===== src/rtl/ram_loader_pkg.sv =====
// Shared types and default framing bytes for the serial RAM loader.
package ram_loader_pkg;

  typedef enum logic [2:0] {
    StIdle,
    StAhi,
    StAlo,
    StLhi,
    StLlo,
    StData,
    StCsum,
    StResp
  } state_e;

  localparam logic [7:0] DefaultSync = 8'h4C;
  localparam logic [7:0] DefaultAck  = 8'h06;
  localparam logic [7:0] DefaultNak  = 8'h15;

endpackage


===== src/rtl/loader_timeout.sv =====
// Inter-byte timeout: reloads on load, counts down while enabled, flags expiry at zero.
module loader_timeout #(
  parameter int unsigned TIMEOUT_CYCLES = 1000000
) (
  input  logic clk,
  input  logic rst,
  input  logic load,
  input  logic enable,
  output logic expire
);

  localparam int unsigned CntWidth = (TIMEOUT_CYCLES > 1) ? $clog2(TIMEOUT_CYCLES) : 1;
  // Loading N-1 makes expiry fire on the Nth idle cycle after the reload.
  localparam logic [CntWidth-1:0] LoadVal = CntWidth'(TIMEOUT_CYCLES - 1);

  logic [CntWidth-1:0] cnt_q;

  always_ff @(posedge clk) begin
    if (rst) begin
      cnt_q <= '0;
    end else if (load) begin
      cnt_q <= LoadVal;
    end else if (enable && (cnt_q != '0)) begin
      cnt_q <= cnt_q - 1'b1;
    end
  end

  assign expire = enable && (cnt_q == '0);

endmodule


===== src/rtl/ram_loader.sv =====
// Serial frame to RAM loader: parses SYNC/ADDR/LEN/DATA/CSUM and answers ACK or NAK.
module ram_loader
  import ram_loader_pkg::*;
#(
  parameter int unsigned ADDR_WIDTH     = 13,
  parameter logic [7:0]  SYNC_BYTE      = DefaultSync,
  parameter logic [7:0]  ACK_BYTE       = DefaultAck,
  parameter logic [7:0]  NAK_BYTE       = DefaultNak,
  parameter int unsigned TIMEOUT_CYCLES = 1000000
) (
  input  logic                  clk,
  input  logic                  rst,
  input  logic [7:0]            rx_data,
  input  logic                  rx_valid,
  output logic [7:0]            tx_data,
  output logic                  tx_valid,
  input  logic                  tx_ready,
  output logic [ADDR_WIDTH-1:0] ram_address,
  output logic                  ram_w_en,
  output logic [7:0]            ram_din,
  output logic                  busy,
  output logic                  error
);

  state_e                state_q, state_d;
  logic [ADDR_WIDTH-1:0] ptr_q, ptr_d;
  logic [15:0]           len_q, len_d;
  logic [7:0]            sum_q, sum_d;
  logic [7:0]            hi_q, hi_d;
  logic [7:0]            tx_data_q, tx_data_d;
  logic                  w_en_q, w_en_d;
  logic [7:0]            din_q, din_d;
  logic [ADDR_WIDTH-1:0] waddr_q, waddr_d;
  logic                  error_q, error_d;
  logic                  busy_q;
  logic                  active;
  logic                  expire;

  assign active = (state_q != StIdle) && (state_q != StResp);

  loader_timeout #(
    .TIMEOUT_CYCLES(TIMEOUT_CYCLES)
  ) u_timeout (
    .clk   (clk),
    .rst   (rst),
    .load  (rx_valid || !active),
    .enable(active),
    .expire(expire)
  );

  always_comb begin
    state_d   = state_q;
    ptr_d     = ptr_q;
    len_d     = len_q;
    sum_d     = sum_q;
    hi_d      = hi_q;
    tx_data_d = tx_data_q;
    w_en_d    = 1'b0;
    din_d     = din_q;
    waddr_d   = waddr_q;
    error_d   = error_q;

    case (state_q)
      StIdle: begin
        if (rx_valid && (rx_data == SYNC_BYTE)) begin
          state_d = StAhi;
          error_d = 1'b0;
          sum_d   = '0;
        end
      end
      StAhi: begin
        if (rx_valid) begin
          hi_d    = rx_data;
          state_d = StAlo;
        end
      end
      StAlo: begin
        if (rx_valid) begin
          ptr_d   = ADDR_WIDTH'({hi_q, rx_data});
          state_d = StLhi;
        end
      end
      StLhi: begin
        if (rx_valid) begin
          hi_d    = rx_data;
          state_d = StLlo;
        end
      end
      StLlo: begin
        if (rx_valid) begin
          len_d   = {hi_q, rx_data};
          state_d = ({hi_q, rx_data} == 16'h0) ? StCsum : StData;
        end
      end
      StData: begin
        if (rx_valid) begin
          w_en_d  = 1'b1;
          din_d   = rx_data;
          waddr_d = ptr_q;
          ptr_d   = ptr_q + 1'b1;
          sum_d   = sum_q + rx_data;
          len_d   = len_q - 16'd1;
          if (len_q == 16'd1) begin
            state_d = StCsum;
          end
        end
      end
      StCsum: begin
        if (rx_valid) begin
          if (rx_data == sum_q) begin
            tx_data_d = ACK_BYTE;
          end else begin
            tx_data_d = NAK_BYTE;
            error_d   = 1'b1;
          end
          state_d = StResp;
        end
      end
      StResp: begin
        if (tx_ready) begin
          state_d = StIdle;
        end
      end
      default: state_d = StIdle;
    endcase

    // A byte arriving on the expiry cycle wins; the timer reloads on it.
    if (expire && !rx_valid) begin
      state_d   = StResp;
      tx_data_d = NAK_BYTE;
      error_d   = 1'b1;
    end
  end

  always_ff @(posedge clk) begin
    if (rst) begin
      state_q   <= StIdle;
      ptr_q     <= '0;
      len_q     <= '0;
      sum_q     <= '0;
      hi_q      <= '0;
      tx_data_q <= '0;
      w_en_q    <= 1'b0;
      din_q     <= '0;
      waddr_q   <= '0;
      error_q   <= 1'b0;
      busy_q    <= 1'b0;
    end else begin
      state_q   <= state_d;
      ptr_q     <= ptr_d;
      len_q     <= len_d;
      sum_q     <= sum_d;
      hi_q      <= hi_d;
      tx_data_q <= tx_data_d;
      w_en_q    <= w_en_d;
      din_q     <= din_d;
      waddr_q   <= waddr_d;
      error_q   <= error_d;
      busy_q    <= (state_d != StIdle);
    end
  end

  assign tx_data     = tx_data_q;
  assign tx_valid    = (state_q == StResp);
  assign ram_address = waddr_q;
  assign ram_w_en    = w_en_q;
  assign ram_din     = din_q;
  assign busy        = busy_q;
  assign error       = error_q;

endmodule


===== config.mk =====
export PLATFORM = sky130hd
export DESIGN_NAME = ram_loader
export DESIGN_NICKNAME = d
export VERILOG_FILES = /design/src/rtl/ram_loader_pkg.sv /design/src/rtl/loader_timeout.sv /design/src/rtl/ram_loader.sv
export SDC_FILE = /design/constraint.sdc
export NUM_CORES = 1
export LEC_CHECK = 0
export ABC_AREA = 0
export BUFFER_PORTS_ARGS = -buffer_cell sky130_fd_sc_hd__buf_2
export CAP_MARGIN = 10
export CORE_ASPECT_RATIO = 0.7
export CORE_UTILIZATION = 60
export DETAILED_ROUTE_END_ITERATION = 7
export PLACE_DENSITY_LB_ADDON = 0.2
export SKIP_CTS_REPAIR_TIMING = 1
export SYNTH_ARGS = -nofsm -noshare
export SYNTH_HDL_FRONTEND = slang
export SYNTH_SLANG_ARGS = --single-unit
export TNS_END_PERCENT = 5

===== constraint.sdc =====
create_clock -name clk -period 3.1 [get_ports clk]
set_input_delay 0.62 -clock clk [delete_from_list [all_inputs] [get_ports clk]]
set_output_delay 0.62 -clock clk [all_outputs]
set_load 0.02 [all_outputs]

* Word level (Yosys, flattened, before mapping)
Cells that the tools add are included.
** Word-level totals
- Logic and storage cells :: 103
- Register bits :: 97
- Output and inout port bits :: 33
** Cells by class
- Reductions and logical operators :: 33
- Equal/unequal tests :: 18
- Add/sub/neg operators :: 4
- Bitwise gates (word level) :: 1
- Mux-type cells :: 33
** Operators with widths (number)
- 2-to-1 mux 20 bit :: 2
- 2-to-1 mux 16 bit :: 2
- one-hot mux 16 bit (2 select lines) :: 1
- 2-to-1 mux 3 bit :: 10
- 2-to-1 mux 13 bit :: 2
- one-hot mux 13 bit (2 select lines) :: 1
- one-hot mux 3 bit (8 select lines) :: 1
- zero test 20 bit :: 1
- 2-to-1 mux 5 bit :: 4
- nonzero test 20 bit :: 1
- subtractor 20 x 1 -> 20 bit, second input constant :: 1
- == test 16 x 1 -> 1 bit, second input constant :: 1
- zero test 16 bit :: 1
- 2-to-1 mux 8 bit :: 2
- one-hot mux 8 bit (2 select lines) :: 1
- subtractor 16 x 1 -> 16 bit, second input constant :: 1
- adder 13 x 1 -> 13 bit, second input constant :: 1
- == test 3 bit, second input constant :: 4
- != test 3 bit, second input constant :: 4
- nonzero test 2 bit :: 6
- AND reduction 3 bit :: 3
- nonzero test 3 bit :: 3
- adder 8 bit :: 1
- == test 8 x 7 -> 1 bit, second input constant :: 1
- other kinds (15) :: 34

* Depth between registers and ports, before layout
- Depth in word-level cells :: 6
- Gate-level depth with buffers :: 8
- Mapped depth without buffers :: 7

* Cells and area by module
Synthesis repeated with hierarchy kept, for this count alone.
** Second synthesis, totals
- Cell total of the unflattened synthesis :: 628
- Area total of the unflattened synthesis :: 4974.8 µm²
** By module, submodules not included
- ram_loader :: instances 1, cells an instance 506, seq. area each 1501.4 µm², area an instance 3917.5 µm²
- loader_timeout :: instances 1, cells an instance 122, seq. area each 400.4 µm², area an instance 1057.3 µm²

* Worst setup path after synthesis
OpenSTA, ideal clock, no wires.
- Path kind :: input -> register
- From :: input port rx_valid
- To :: register sum_q[7]
- Data arrival time :: 2.063 ns
- Buffers on the path :: 1
- Cell stages on the path :: 6
- Setup slack :: 0.916 ns
- Cells stage by stage :: clkbuf_1 nand3b_1 nor2_1 nand2_1 mux2i_1 mux2_2
** Between the ends
- Longest elaborated chain between the ends :: 3
- Elaborated cells on any way between the ends :: 4
- Classes of those cells :: 2 x eq/ne; 2 x reduce/logical
** RTL lines
- start: declaration :: line ram_loader.sv:14 : input logic rx_valid,
- logical AND 1 bit :: line ram_loader.sv:65 : if (rx_valid && (rx_data == SYNC_BYTE)) begin
- != test 2 bit (no line)
- AND reduction 3 bit (no line) (*)
- end signal: assignment :: line ram_loader.sv:152 : sum_q <= sum_d;
- end: declaration :: line ram_loader.sv:28 : logic [7:0] sum_q, sum_d;
Every way passes the cells marked *; elsewhere a longest branch is shown, timed or not.
A chain may end at the register's enable or synchronous reset.

* Worst setup path after layout
- From :: register state_q[0]
- To :: output port tx_valid
** Between the ends
- Longest elaborated chain between the ends :: 1
** RTL lines
- start: declaration :: line ram_loader.sv:25 : state_e state_q, state_d;
- start signal: assignment :: line ram_loader.sv:137 : state_q <= StIdle;
- start signal: assignment :: line ram_loader.sv:149 : state_q <= state_d;
- == test 3 bit :: line ram_loader.sv:164 : assign tx_valid = (state_q == StResp);
- end: declaration :: line ram_loader.sv:16 : output logic tx_valid,
No other way between the ends.

==> impl_results.md <==
- Main combinational cell family by area after synthesis: simple AND/OR/NAND/NOR gates
- Diode count: 0
- Crit path launch type: flip-flop
- Clock Latency Late Sink: 340 ps
- Worst hold slack: 450 ps
- Hold endpoint: ram_address[9]
- Status: finished, final reports clean
- Critical-path top delay cell: dfxtp_1
- CORE AREA: 7940 um^2
- Worst-case clock buffer depth: 2
- H-tree levels: 3
- Reg-to-Reg End: busy
- Largest cells by area after synthesis: dfxtp_1, a21oi_1, nand2_1, nor2_1, o21ai_0
- Min Tclk post-route: 2490 ps
- Routed Antenna Nets: 0
- Max Clock Skew: 7.12 ps
- #FFs+latches synth: 95
- Pre-Repair DR Iteration Count: 5
- Post-synthesis mux area share: 0.0245
- Peak supply drop: 436 uV
- Final Hold Viols: 0
- DRC: 0
- Worst EP required: 2480 ps
- Post-DR vias/cell: 6.47
- GP Congestion: 0.928
- Adder-Cell Fraction of Synth Area: 0.0343
- Endpoints failing setup: 0
- Most frequent cell after synthesis: dfxtp_1
- Top cells by count, synth: dfxtp_1, nand2_1, a21oi_1
- Placed wire-length estimate: 9.03 mm
- # nets final: 675
- RSZ-0062 raised after global routing: false
- Synth Area in Compound Gates: 0.239
- Syn avg cell area: 7.88 um^2
- Die width: 111 um
- Yosys cell types: 65
- Clock Pin Slew Worst Setup and Hold Paths: 70 ps
- Filler cells: 660
- Register area share after synthesis: 0.384
- Area fraction of the dominant cell type after synthesis: 0.384
- Num ports: 45
- CTS tree: done
- Synth Area in XOR/XNOR: 0.0212
- DR iter-0 viols: 452
- HP Start: ram_address[9]
- Synthesized instance count: 629
- Clk sinks: 95
- Netlist Area Pre-Place: 4960 um^2
- Largest net degree at the start of global routing: 43
- Slew HR: 0.514
- Post-synth top area cell: dfxtp_1
- Highest Clock Rate: 401 MHz
- Min-Delay Path Class: reg -> reg
- Pins Over Slew Limit: 0
- Post-DR wirelength/cell: 17.2 um
- Global-route wire length before repair: 21.5 mm
- Port-buffer cells: 40
- Via count: 4,889
- Synth Flop Type: dfxtp_1
- GRT Resource Usage Total: 0.311
- Arr. time, crit path: 1870 ps
- Pwr/cell area: 448 nW/um^2
- WHS Path Cells: 2
- CP endpoint kind: primary output
- Vias in the first global route: 4,259
- Initial antenna violation count: 0
- Root Buffer: clkbuf_16
- Worst-Margin Slew: 728 ps
- Worst-path fanout max: 22
- Worst R2R Start: u_timeout.cnt_q[12]
- Num rows: 27
- Simple-Gate Fraction of Synth Area: 0.250
- Overflow after GRT: 0
- Max cap viols: 0
- Final WL: 13.0 mm
- Setup TNS: 0 ps
- Post-route setup slack: 609 ps
- Reg2Reg Depth: 5
- Final core area utilization: 0.691
- Async set-reset flop share out of synthesis: 0
- CP peak stage delay: 790 ps
- Setup slack, reg-to-reg: 770 ps
- Crit path cell chain: clkinv_1 > buf_4 > nor2_1 > buf_2
- Number of synthesized flops with an enable pin: 0
- Synth-to-layout area growth: 10.8%
- Share of cells above drive strength 1: 0.122
- Die area: 8630 um^2
- TritonCTS Buffers: 9
- Pre-CTS setup slack: 564 ps
- Period utilisation layout: 0.804
- Number of synthesis warnings: 0
- Initial core utilization: 0.624
- Crit Path Category: reg -> out
- Pleak: 2.06 nW
- Chip height: 78.0 um
[where the power goes]
group | internal, W | leakage [nW] | total [W] | switching [W]
clock | 0.000629 | 0.139 | 0.00110 | 0.000471
combinational | 0.0000368 | 1.15 | 0.000117 | 0.0000805
sequential | 0.00123 | 0.769 | 0.00124 | 0.0000123
total | 0.00190 | 2.06 | 0.00246 | 0.000564
[worst max-delay path: cells and delay by family, from the launching register on]
kind	cells	cell delay (ps)
flops	1	790
simple gates	1	140
buf+inv	3	610
[sequential cells by signal, indices dropped and copies added, names as in the netlist]
name / count
ptr_q: 13
hi_q: 8
state_q: 3
busy: 1
len_q: 16
error: 1
tx_data: 3
ram_din: 8
u_timeout.cnt_q: 20
ram_w_en: 1
ram_address: 13
sum_q: 8
[metrics by stage]
stage	instances	instance area, um^2	total power [W]
5_1_grt	756	5490	0.00253
3_3_place_gp	740	5190	0.00138
6_report	756	5490	0.00246
4_1_cts	756	5490	0.00247
3_5_place_dp	740	5190	0.00138
2_1_floorplan	632	4970	0.00135
[cell type report]
class,instances,area [um^2],share of cell area
clock buffer,10,229,0.0417
multi-input combinational,483,2840,0.518
tap,101,126,0.0230
sequential,95,1900,0.346
clock inverter,6,71.3,0.0130
timing repair buffer,50,275,0.0501
inverter,11,41.3,0.00752
[kinds of logic after synthesis]
group | after synthesis
AND/OR/NAND/NOR | 251
AO/OA/AOI/OAI | 191
flip-flops | 95
buffers and inverters | 54
adder cells (fa/ha/maj) | 13
XOR/XNOR | 12
multiplexers | 12
other | 1
[metal layers]
metal / wire [um] / up-vias / share of wire / track usage
met4: 177 / 0 / 0.014 / 0.0947
met2: 5300 / 262 / 0.41 / 0.445
met3: 1290 / 18 / 0.099 / 0.0749
met5: 0 / - / 0 / 0
li1: - / 2329 / - / -
met1: 6220 / 2280 / 0.48 / 0.460
[placed cells by master, fill, tap and decap left out, types with 5 or more instances in the layout]
cell | Yosys | layout
o41ai_1 | 5 | 5
buf_4 | 5 | 10
clkbuf_16 | 0 | 9
nor2_1 | 54 | 54
a21o_1 | 5 | 5
o31ai_1 | 12 | 12
o21a_1 | 5 | 5
nand3_1 | 22 | 22
a31oi_1 | 6 | 6
inv_1 | 10 | 10
or4_1 | 9 | 9
o21ai_0 | 35 | 35
or3_1 | 9 | 9
xor2_1 | 6 | 6
a21oi_1 | 79 | 79
ha_1 | 12 | 12
dfxtp_1 | 95 | 95
mux2i_1 | 11 | 11
and3_1 | 8 | 8
nor3_1 | 17 | 16
nor4_1 | 15 | 15
buf_2 | 4 | 40
xnor2_1 | 6 | 6
nand2_1 | 85 | 85
a22oi_1 | 11 | 11
[worst max-delay path by stage]
stage,end,cells past startpoint,startpoint
CTS,tx_valid,4,state_q[0]
finish,tx_valid,4,state_q[0]
global placement,sum_q[7],7,rx_data[1]
detailed placement,sum_q[7],7,rx_data[1]
global route,tx_valid,4,state_q[0]
floorplan,sum_q[7],6,rx_valid
No activity file was read; power rests on OpenSTA's default activity.
